==> config.mk <==
export PLATFORM = sky130hd
export DESIGN_NAME = entropy_collector_512_flat
export DESIGN_NICKNAME = d
export VERILOG_FILES = /design/src/rtl/trng_pkg.sv /design/src/rtl/entropy_collector_512_if.sv /design/src/rtl/vn_debias.sv /design/src/rtl/entropy_collector_512.sv /design/src/flat_wrapper.sv
export SDC_FILE = /design/constraint.sdc
export NUM_CORES = 1
export LEC_CHECK = 0
export ABC_CLOCK_PERIOD_IN_PS = 4200
export BUFFER_PORTS_ARGS = -buffer_cell sky130_fd_sc_hd__buf_2
export CORE_MARGIN = 1
export CORE_UTILIZATION = 45
export CTS_CLUSTER_DIAMETER = 50
export DETAILED_ROUTE_END_ITERATION = 16
export PLACE_DENSITY = 0.77
export SYNTH_ARGS = -nofsm -noshare
export SYNTH_HDL_FRONTEND = slang
export SYNTH_SLANG_ARGS = --single-unit
==> constraint.sdc <==
create_clock -name clk -period 4.2 [get_ports clk]
set_input_delay 0.21 -clock clk [delete_from_list [all_inputs] [get_ports clk]]
set_output_delay 0.21 -clock clk [all_outputs]
set_load 0.05 [all_outputs]
==> src/rtl/trng_pkg.sv <==
// Shared constants and state encoding for the TRNG entropy collection and conditioning path.
package trng_pkg;

    localparam int BLOCK_W_DEF    = 512;
    localparam int CNT_W_DEF      = 10;
    localparam int RCT_CUTOFF_DEF = 32;
    // Wide enough for any cutoff in 2..255
    localparam int RCT_RUN_W      = 8;

    typedef enum logic [1:0] {
        ST_IDLE    = 2'd0,
        ST_COLLECT = 2'd1,
        ST_FULL    = 2'd2,
        ST_FAIL    = 2'd3
    } state_e;

endpackage

==> src/rtl/entropy_collector_512_if.sv <==
// Noise-sample input, block handshake and health status bundle between the collector and its controller.
interface entropy_collector_512_if #(
    parameter int BLOCK_W = trng_pkg::BLOCK_W_DEF,
    parameter int CNT_W   = trng_pkg::CNT_W_DEF
);
    logic               en;
    logic               vn_en;
    logic               raw_bit;
    logic               raw_valid;
    logic [BLOCK_W-1:0] block_out;
    logic               block_valid;
    logic               block_ready;
    logic [CNT_W-1:0]   bit_count;
    logic               health_fail;
    logic               clear_fail;

    modport master (
        output en, vn_en, raw_bit, raw_valid, block_ready, clear_fail,
        input  block_out, block_valid, bit_count, health_fail
    );

    modport slave (
        input  en, vn_en, raw_bit, raw_valid, block_ready, clear_fail,
        output block_out, block_valid, bit_count, health_fail
    );
endinterface

==> src/rtl/vn_debias.sv <==
// Von Neumann pair debiaser: 01->0, 10->1, 00/11 dropped; combinational result on the pair's second sample.
// Bypass passes samples straight through and keeps the pair register empty; flush discards a half pair.
module vn_debias (
    input  logic clk,
    input  logic rst,
    input  logic flush,
    input  logic bypass,
    input  logic in_bit,
    input  logic in_valid,
    output logic out_bit,
    output logic out_valid
);
    logic have_first;
    logic first_bit;

    assign out_valid = in_valid && (bypass || (have_first && (first_bit != in_bit)));
    assign out_bit   = bypass ? in_bit : first_bit;

    always_ff @(posedge clk) begin
        if (rst || flush || bypass) begin
            have_first <= 1'b0;
            first_bit  <= 1'b0;
        end else if (in_valid) begin
            if (!have_first) begin
                first_bit <= in_bit;
            end
            have_first <= !have_first;
        end
    end
endmodule

==> src/rtl/entropy_collector_512.sv <==
// Packs (optionally debiased) noise bits MSB-first into a block; bits land on the sampling edge, no extra latency.
// Full block is held under valid/ready backpressure (samples dropped); repetition-count trip forces sticky FAIL.
module entropy_collector_512
    import trng_pkg::*;
#(
    parameter int BLOCK_W    = BLOCK_W_DEF,
    parameter int CNT_W      = CNT_W_DEF,
    parameter int RCT_CUTOFF = RCT_CUTOFF_DEF
) (
    input  logic                   clk,
    input  logic                   rst,
    entropy_collector_512_if.slave bus
);
    localparam logic [1:0] IDLE    = ST_IDLE;
    localparam logic [1:0] COLLECT = ST_COLLECT;
    localparam logic [1:0] FULL    = ST_FULL;
    localparam logic [1:0] FAIL    = ST_FAIL;

    localparam logic [RCT_RUN_W-1:0] CUT_V  = RCT_RUN_W'(RCT_CUTOFF);
    localparam logic [CNT_W-1:0]     LAST_C = CNT_W'(BLOCK_W - 1);

    logic [1:0]           state;
    logic [BLOCK_W-1:0]   shreg;
    logic [CNT_W-1:0]     cnt;
    logic                 valid_q;
    logic                 fail_q;
    logic                 prev_bit;
    logic                 have_prev;
    logic [RCT_RUN_W-1:0] run_cnt;
    logic [RCT_RUN_W-1:0] run_next;

    logic sampling;
    logic same;
    logic trip;
    logic vn_in_valid;
    logic vn_flush;
    logic acc_bit;
    logic acc_valid;

    // Health test watches every raw sample in COLLECT/FULL, independent of debiasing
    always_comb begin
        sampling = bus.raw_valid && (((state == COLLECT) && bus.en) || (state == FULL));
        same     = have_prev && (bus.raw_bit == prev_bit);
        if (!same) begin
            run_next = RCT_RUN_W'(1);
        end else if (run_cnt == CUT_V) begin
            run_next = run_cnt;
        end else begin
            run_next = run_cnt + 1'b1;
        end
        trip        = sampling && (run_next == CUT_V);
        vn_in_valid = bus.raw_valid && (state == COLLECT) && bus.en;
        vn_flush    = (state != COLLECT) || !bus.en || trip;
    end

    vn_debias u_vn (
        .clk       (clk),
        .rst       (rst),
        .flush     (vn_flush),
        .bypass    (!bus.vn_en),
        .in_bit    (bus.raw_bit),
        .in_valid  (vn_in_valid),
        .out_bit   (acc_bit),
        .out_valid (acc_valid)
    );

    always_ff @(posedge clk) begin
        if (rst) begin
            state     <= IDLE;
            shreg     <= '0;
            cnt       <= '0;
            valid_q   <= 1'b0;
            fail_q    <= 1'b0;
            prev_bit  <= 1'b0;
            have_prev <= 1'b0;
            run_cnt   <= '0;
        end else begin
            if (sampling) begin
                prev_bit  <= bus.raw_bit;
                have_prev <= 1'b1;
                run_cnt   <= run_next;
            end
            case (state)
                IDLE: begin
                    if (bus.en) begin
                        state     <= COLLECT;
                        have_prev <= 1'b0;
                        run_cnt   <= '0;
                    end
                end
                COLLECT: begin
                    if (!bus.en) begin
                        state <= IDLE;
                        shreg <= '0;
                        cnt   <= '0;
                    end else if (trip) begin
                        state   <= FAIL;
                        fail_q  <= 1'b1;
                        valid_q <= 1'b0;
                        shreg   <= '0;
                        cnt     <= '0;
                    end else if (acc_valid) begin
                        shreg <= {shreg[BLOCK_W-2:0], acc_bit};
                        cnt   <= cnt + 1'b1;
                        if (cnt == LAST_C) begin
                            state   <= FULL;
                            valid_q <= 1'b1;
                        end
                    end
                end
                FULL: begin
                    // A trip on the handshake edge still consumes the block; clearing is identical
                    if (trip) begin
                        state   <= FAIL;
                        fail_q  <= 1'b1;
                        valid_q <= 1'b0;
                        shreg   <= '0;
                        cnt     <= '0;
                    end else if (bus.block_ready) begin
                        state   <= bus.en ? COLLECT : IDLE;
                        valid_q <= 1'b0;
                        shreg   <= '0;
                        cnt     <= '0;
                    end
                end
                FAIL: begin
                    if (bus.clear_fail) begin
                        state  <= IDLE;
                        fail_q <= 1'b0;
                    end
                end
                default: state <= IDLE;
            endcase
        end
    end

    assign bus.block_out   = shreg;
    assign bus.bit_count   = cnt;
    assign bus.block_valid = valid_q;
    assign bus.health_fail = fail_q;
endmodule
==> src/flat_wrapper.sv <==
// flat-port wrapper written by rule: the top's interface ports become plain ports
module entropy_collector_512_flat import trng_pkg::*;
#(
    parameter int BLOCK_W    = BLOCK_W_DEF,
    parameter int CNT_W      = CNT_W_DEF,
    parameter int RCT_CUTOFF = RCT_CUTOFF_DEF
)
  (clk, rst, bus_en, bus_vn_en, bus_raw_bit, bus_raw_valid, bus_block_ready, bus_clear_fail, bus_block_out, bus_block_valid, bus_bit_count, bus_health_fail);
  entropy_collector_512_if #(.BLOCK_W(BLOCK_W), .CNT_W(CNT_W)) bus_i ();
  input  logic clk;
  input  logic rst;
  input wire logic [$bits(bus_i.en)-1:0] bus_en;
  input wire logic [$bits(bus_i.vn_en)-1:0] bus_vn_en;
  input wire logic [$bits(bus_i.raw_bit)-1:0] bus_raw_bit;
  input wire logic [$bits(bus_i.raw_valid)-1:0] bus_raw_valid;
  input wire logic [$bits(bus_i.block_ready)-1:0] bus_block_ready;
  input wire logic [$bits(bus_i.clear_fail)-1:0] bus_clear_fail;
  output wire logic [$bits(bus_i.block_out)-1:0] bus_block_out;
  output wire logic [$bits(bus_i.block_valid)-1:0] bus_block_valid;
  output wire logic [$bits(bus_i.bit_count)-1:0] bus_bit_count;
  output wire logic [$bits(bus_i.health_fail)-1:0] bus_health_fail;
  assign bus_i.en = bus_en;
  assign bus_i.vn_en = bus_vn_en;
  assign bus_i.raw_bit = bus_raw_bit;
  assign bus_i.raw_valid = bus_raw_valid;
  assign bus_i.block_ready = bus_block_ready;
  assign bus_i.clear_fail = bus_clear_fail;
  assign bus_block_out = bus_i.block_out;
  assign bus_block_valid = bus_i.block_valid;
  assign bus_bit_count = bus_i.bit_count;
  assign bus_health_fail = bus_i.health_fail;
  entropy_collector_512 #(.BLOCK_W(BLOCK_W), .CNT_W(CNT_W), .RCT_CUTOFF(RCT_CUTOFF)) u_core (.clk(clk), .rst(rst), .bus(bus_i));
endmodule
==> results <==
- For this block, the initial DRC count from the detailed router was 1677.
- STA classifies the critical path startpoint as a flip-flop.
- The endpoint of the worst register-to-register path is u_core.bus.block_out[248]$_SDFFE_PP0P_.
- The kind of path behind the tightest hold check is in2reg.
- The share of the cycle needed by the critical path after routing is 87.9%.
- VDD sags by at most ~0.31 mV.
- The most used flip-flop cell after synthesis is sky130_fd_sc_hd__dfxtp_1.
- The routed length per instance is 17.5 µm.
- The final wirelength is between 50 and 60 mm.
- The utilization after layout is 56.3%.
- The worst setup path is of the reg2reg kind.
- The count of buffers inserted at the top-level ports is approximately 530.
- Counting every sink on the clock net gives 538.
- Of all nets on the critical path, the largest fanout is 173.
- The worst register-to-register path begins at u_core.run_cnt[4]$_SDFF_PP0_.
- For this design the ratio of total power to cell area is roughly 470 nW/µm².
- Once placement finished, the instance area stood at 21200 µm².
- In this run, synthesis produced a sequential element count of about 540.
- The max-capacitance violation count is 0.
- For this run, design rule violations remaining after detail routing come to 0.
- The critical path goes through nor4b_1 -> nand2_1 -> o211ai_1 -> a2111oi_4 -> buf_4 -> nor2_4 -> buf_12 -> a22oi_1 -> nor2_1.
- The first global-routing pass estimated around 75 mm of wire.
- The initial antenna violation count is 0.
- The clock transition at the register clock pins on the worst setup and hold paths after CTS is 0.06 ns.
- At the worst endpoint, the required time is 4.70 ns.
- The number of global-route vias before repair is between 10000 and 15000.
- roughly 530 I/O pins were placed.
- The flow ran to the end, and the final reports show no timing, DRC or antenna violations.
- The share of the yosys chip area belonging to registers is 57.5%.
- The net count of the finished layout is 2351.
- The layout overhead on the synthesized area is 23.2%.
- The number of cells on the worst reg-to-reg path is 9.
- The critical path arrival is approximately 4.2 ns.
- The die covers between 40000 and 50000 µm².
- The setup check on the worst reg-to-reg path leaves a slack of 0.51 ns.
- The capturing instance or port of the critical path is u_core.bus.block_out[248]$_SDFFE_PP0P_.
- The wire-length estimate of the detail-placed layout is 33.4 mm.
- The initial utilization of the core area, before any placement, comes to 45.7%.
- The floorplan core area is ~40000 µm².
- For this run the aggregate overflow at the end of global routing stands at 0.
- The maximum clock path buffer count is 3.
- The clock insertion delay at the later pin of the skew report is 0.59 ns.
- The CTS tree is yes.
- The standard cell with the maximum stage delay on the critical path is sky130_fd_sc_hd__nor2_4.
- The fraction of final layout cells with drive strength greater than 1 is 26.9%.
- The library cell used as clock root buffer is sky130_fd_sc_hd__clkbuf_16.
- The count of vias placed by the detailed router is 16200.
- The count of nets left with antenna violations after detail routing is 0.
- The number of enable-type register cells in the synthesized netlist is 0.
- The synthesized area divided by synthesized cell count is 9.80 µm².
- The launch point of the worst path is u_core.run_cnt[4]$_SDFF_PP0_.
- In the routed layout, each cell is associated on average with a via count of around 5.6.
- Routability-driven placement finished with a final weighted congestion of 0.844.
- The synthesized netlist net count is 1925.
- The die is 206 µm tall.
- The combined area of all synthesized cells is 18700 µm².
- The first detailed-routing pass took 6 iterations.
- In this run the static leakage power is 9.98 nW.
- The pin slew with the least headroom to its limit is ~1 ns.
- The worst setup skew after layout is 0.0191 ns.
- The final count of pins violating max slew is 0.
- The final hold violation count is 0.
- Setup repair after global routing left no endpoint under its margin.
- From left edge to right edge, the die measures slightly above 200 µm.
- The maximum frequency from static timing analysis is 271 MHz.
- The time the final worst path needs with I/O delays and setup is 3.69 ns.
- The capturing element type of the critical path is a flip-flop.
- The headroom to the max-slew limit is around 31%.
- The Yosys warning count is 0.
- CTS built an H-tree with a depth of 2.
- Setup violations remaining at the end of the flow were counted as 0.
- Synthesis handed over a netlist of 1909 instances.
- The pin count of the biggest net entering global routing is 206.
- After clock tree synthesis, the setup repair step added 0 buffers.
- The post-route total power is 10.9 mW.
- The count of cell types in the netlist is 58.
- The async set-reset flop share out of synthesis is 0%.
- The number of antenna diodes in the final layout is 0.
- The sum of negative setup slack is 0 ns.
- Global routing used 21.8% of the available tracks.
- Buffers inserted during clock tree synthesis total 55.
- The delay contributed by the slowest stage of the critical path is between 0.6 and 0.7 ns.
- The post-route cell area is 23100 µm².
- The number of placement rows is 74.
-- power by group --
part	switching, mW	leakage (nW)	total, mW	internal (mW)
combinational	0.724	4.75	0.842	0.118
clock	1.96	0.904	4.94	2.97
sequential	0.00778	4.33	5.12	5.11
-- cell usage after synthesis, types with 3 or more instances --
| library cell | n | area share [%] |
|---|---|---|
| sky130_fd_sc_hd__nor2_1 | 525 | 11 |
| sky130_fd_sc_hd__a21oi_1 | 13 | 0.35 |
| sky130_fd_sc_hd__buf_1 | 4 | 0.080 |
| sky130_fd_sc_hd__and3_1 | 6 | 0.20 |
| sky130_fd_sc_hd__nand4_1 | 3 | 0.10 |
| sky130_fd_sc_hd__or3_1 | 4 | 0.13 |
| sky130_fd_sc_hd__nor2b_1 | 7 | 0.23 |
| sky130_fd_sc_hd__o22ai_1 | 7 | 0.23 |
| sky130_fd_sc_hd__a22oi_1 | 513 | 21 |
| sky130_fd_sc_hd__clkbuf_1 | 75 | 1.5 |
| sky130_fd_sc_hd__nand2_1 | 20 | 0.40 |
| sky130_fd_sc_hd__inv_1 | 12 | 0.24 |
| sky130_fd_sc_hd__xnor2_1 | 3 | 0.14 |
| sky130_fd_sc_hd__o21ai_0 | 14 | 0.37 |
| sky130_fd_sc_hd__nor3_1 | 3 | 0.080 |
| sky130_fd_sc_hd__a22o_1 | 7 | 0.33 |
| sky130_fd_sc_hd__buf_6 | 46 | 2.8 |
| sky130_fd_sc_hd__ha_1 | 8 | 0.53 |
| sky130_fd_sc_hd__nand3_1 | 6 | 0.16 |
| sky130_fd_sc_hd__buf_2 | 52 | 1.4 |
| sky130_fd_sc_hd__dfxtp_1 | 538 | 58 |
-- routing by layer --
| layer | vias to the layer above | routed length (µm) | GRT usage (%) |
|---|---|---|---|
| met1 | 7774 | 20400 | 26.5 |
| met4 | 0 | 1360 | 8.01 |
| met3 | 85 | 4700 | 6.64 |
| met5 | - | 0 | 0 |
| met2 | 689 | 24300 | 36.3 |
| li1 | 7678 | - | - |
-- how the worst min path moves through the flow --
stage	slack (ns)	depth (start not counted)	from	to
2_1_floorplan	0.32	1	bus_clear_fail	u_core.bus.health_fail$_SDFFE_PP0P_
3_3_place_gp	0.43	2	bus_clear_fail	u_core.bus.health_fail$_SDFFE_PP0P_
3_5_place_dp	0.44	2	bus_clear_fail	u_core.bus.health_fail$_SDFFE_PP0P_
4_1_cts	0.01	3	bus_vn_en	u_core.u_vn.have_first$_SDFFE_PP0P_
5_1_grt	0.04	3	bus_vn_en	u_core.u_vn.have_first$_SDFFE_PP0P_
6_report	0.06	3	bus_vn_en	u_core.u_vn.first_bit$_SDFFE_PP0P_
-- layout by cell type (no fill, tap or decap), types with 8 or more instances in the layout --
master / n
sky130_fd_sc_hd__dfxtp_1: 538
sky130_fd_sc_hd__buf_2: 530
sky130_fd_sc_hd__nor2_1: 524
sky130_fd_sc_hd__a22oi_1: 513
sky130_fd_sc_hd__clkbuf_16: 57
sky130_fd_sc_hd__nand2_1: 20
sky130_fd_sc_hd__clkbuf_1: 16
sky130_fd_sc_hd__o21ai_0: 14
sky130_fd_sc_hd__a21oi_1: 13
sky130_fd_sc_hd__inv_1: 12
sky130_fd_sc_hd__clkbuf_8: 10
sky130_fd_sc_hd__ha_1: 8
-- layout make-up --
type	count	area (µm²)
flip-flops and latches	538	10800
clock buffers	83	1620
multi-input cells	1181	6840
well taps	532	666
clock inverters	13	226
repair buffers	547	2880
fillers	3508	17900
inverters	12	45.0
-- through the flow --
step	hold WS [ns]	cells	setup slack [ns]
detailed placement	0.435	2807	0.663
global placement	0.432	2807	0.929
CTS	0.0128	2906	0.606
global route	0.0392	2906	0.292
finish	0.0586	2906	0.508
floorplan	0.324	1909	1.57
-- kinds of logic after synthesis --
kind of cell / after synthesis / share of synthesized area [%]
and+or+nand+nor: 585 / 12.3
muxes: 2 / 0.114
AOI/OAI and AO/OA: 581 / 23.2
DFF: 538 / 57.5
xor gates and xnor gates: 5 / 0.234
buffers and inverters: 190 / 6.02
adders and majority gates: 8 / 0.535
-- repair_timing --
action / CTS / global route
hold buffers: 3 / 0
resized for setup: 0 / 0
endpoints found under the hold margin: 4 / 0
-- state kept, by name (all words and copies together), names as in the netlist --
register	count
u_core.bus.block_out	512
u_core.bus.bit_count	10
u_core.run_cnt	8
u_core.state	2
u_core.bus.block_valid	1
u_core.bus.health_fail	1
u_core.have_prev	1
u_core.prev_bit	1
u_core.u_vn.first_bit	1
u_core.u_vn.have_first	1
-- worst max-delay path, delay by kind of cell, from the launching register on --
kind                   cells  cell delay [ns]
and+or+nand+nor            4             1.73
AOI/OAI and AO/OA          3             0.55
buffers and inverters      2             0.70
DFF                        1             0.38
No activity file was read; power rests on OpenSTA's default activity.
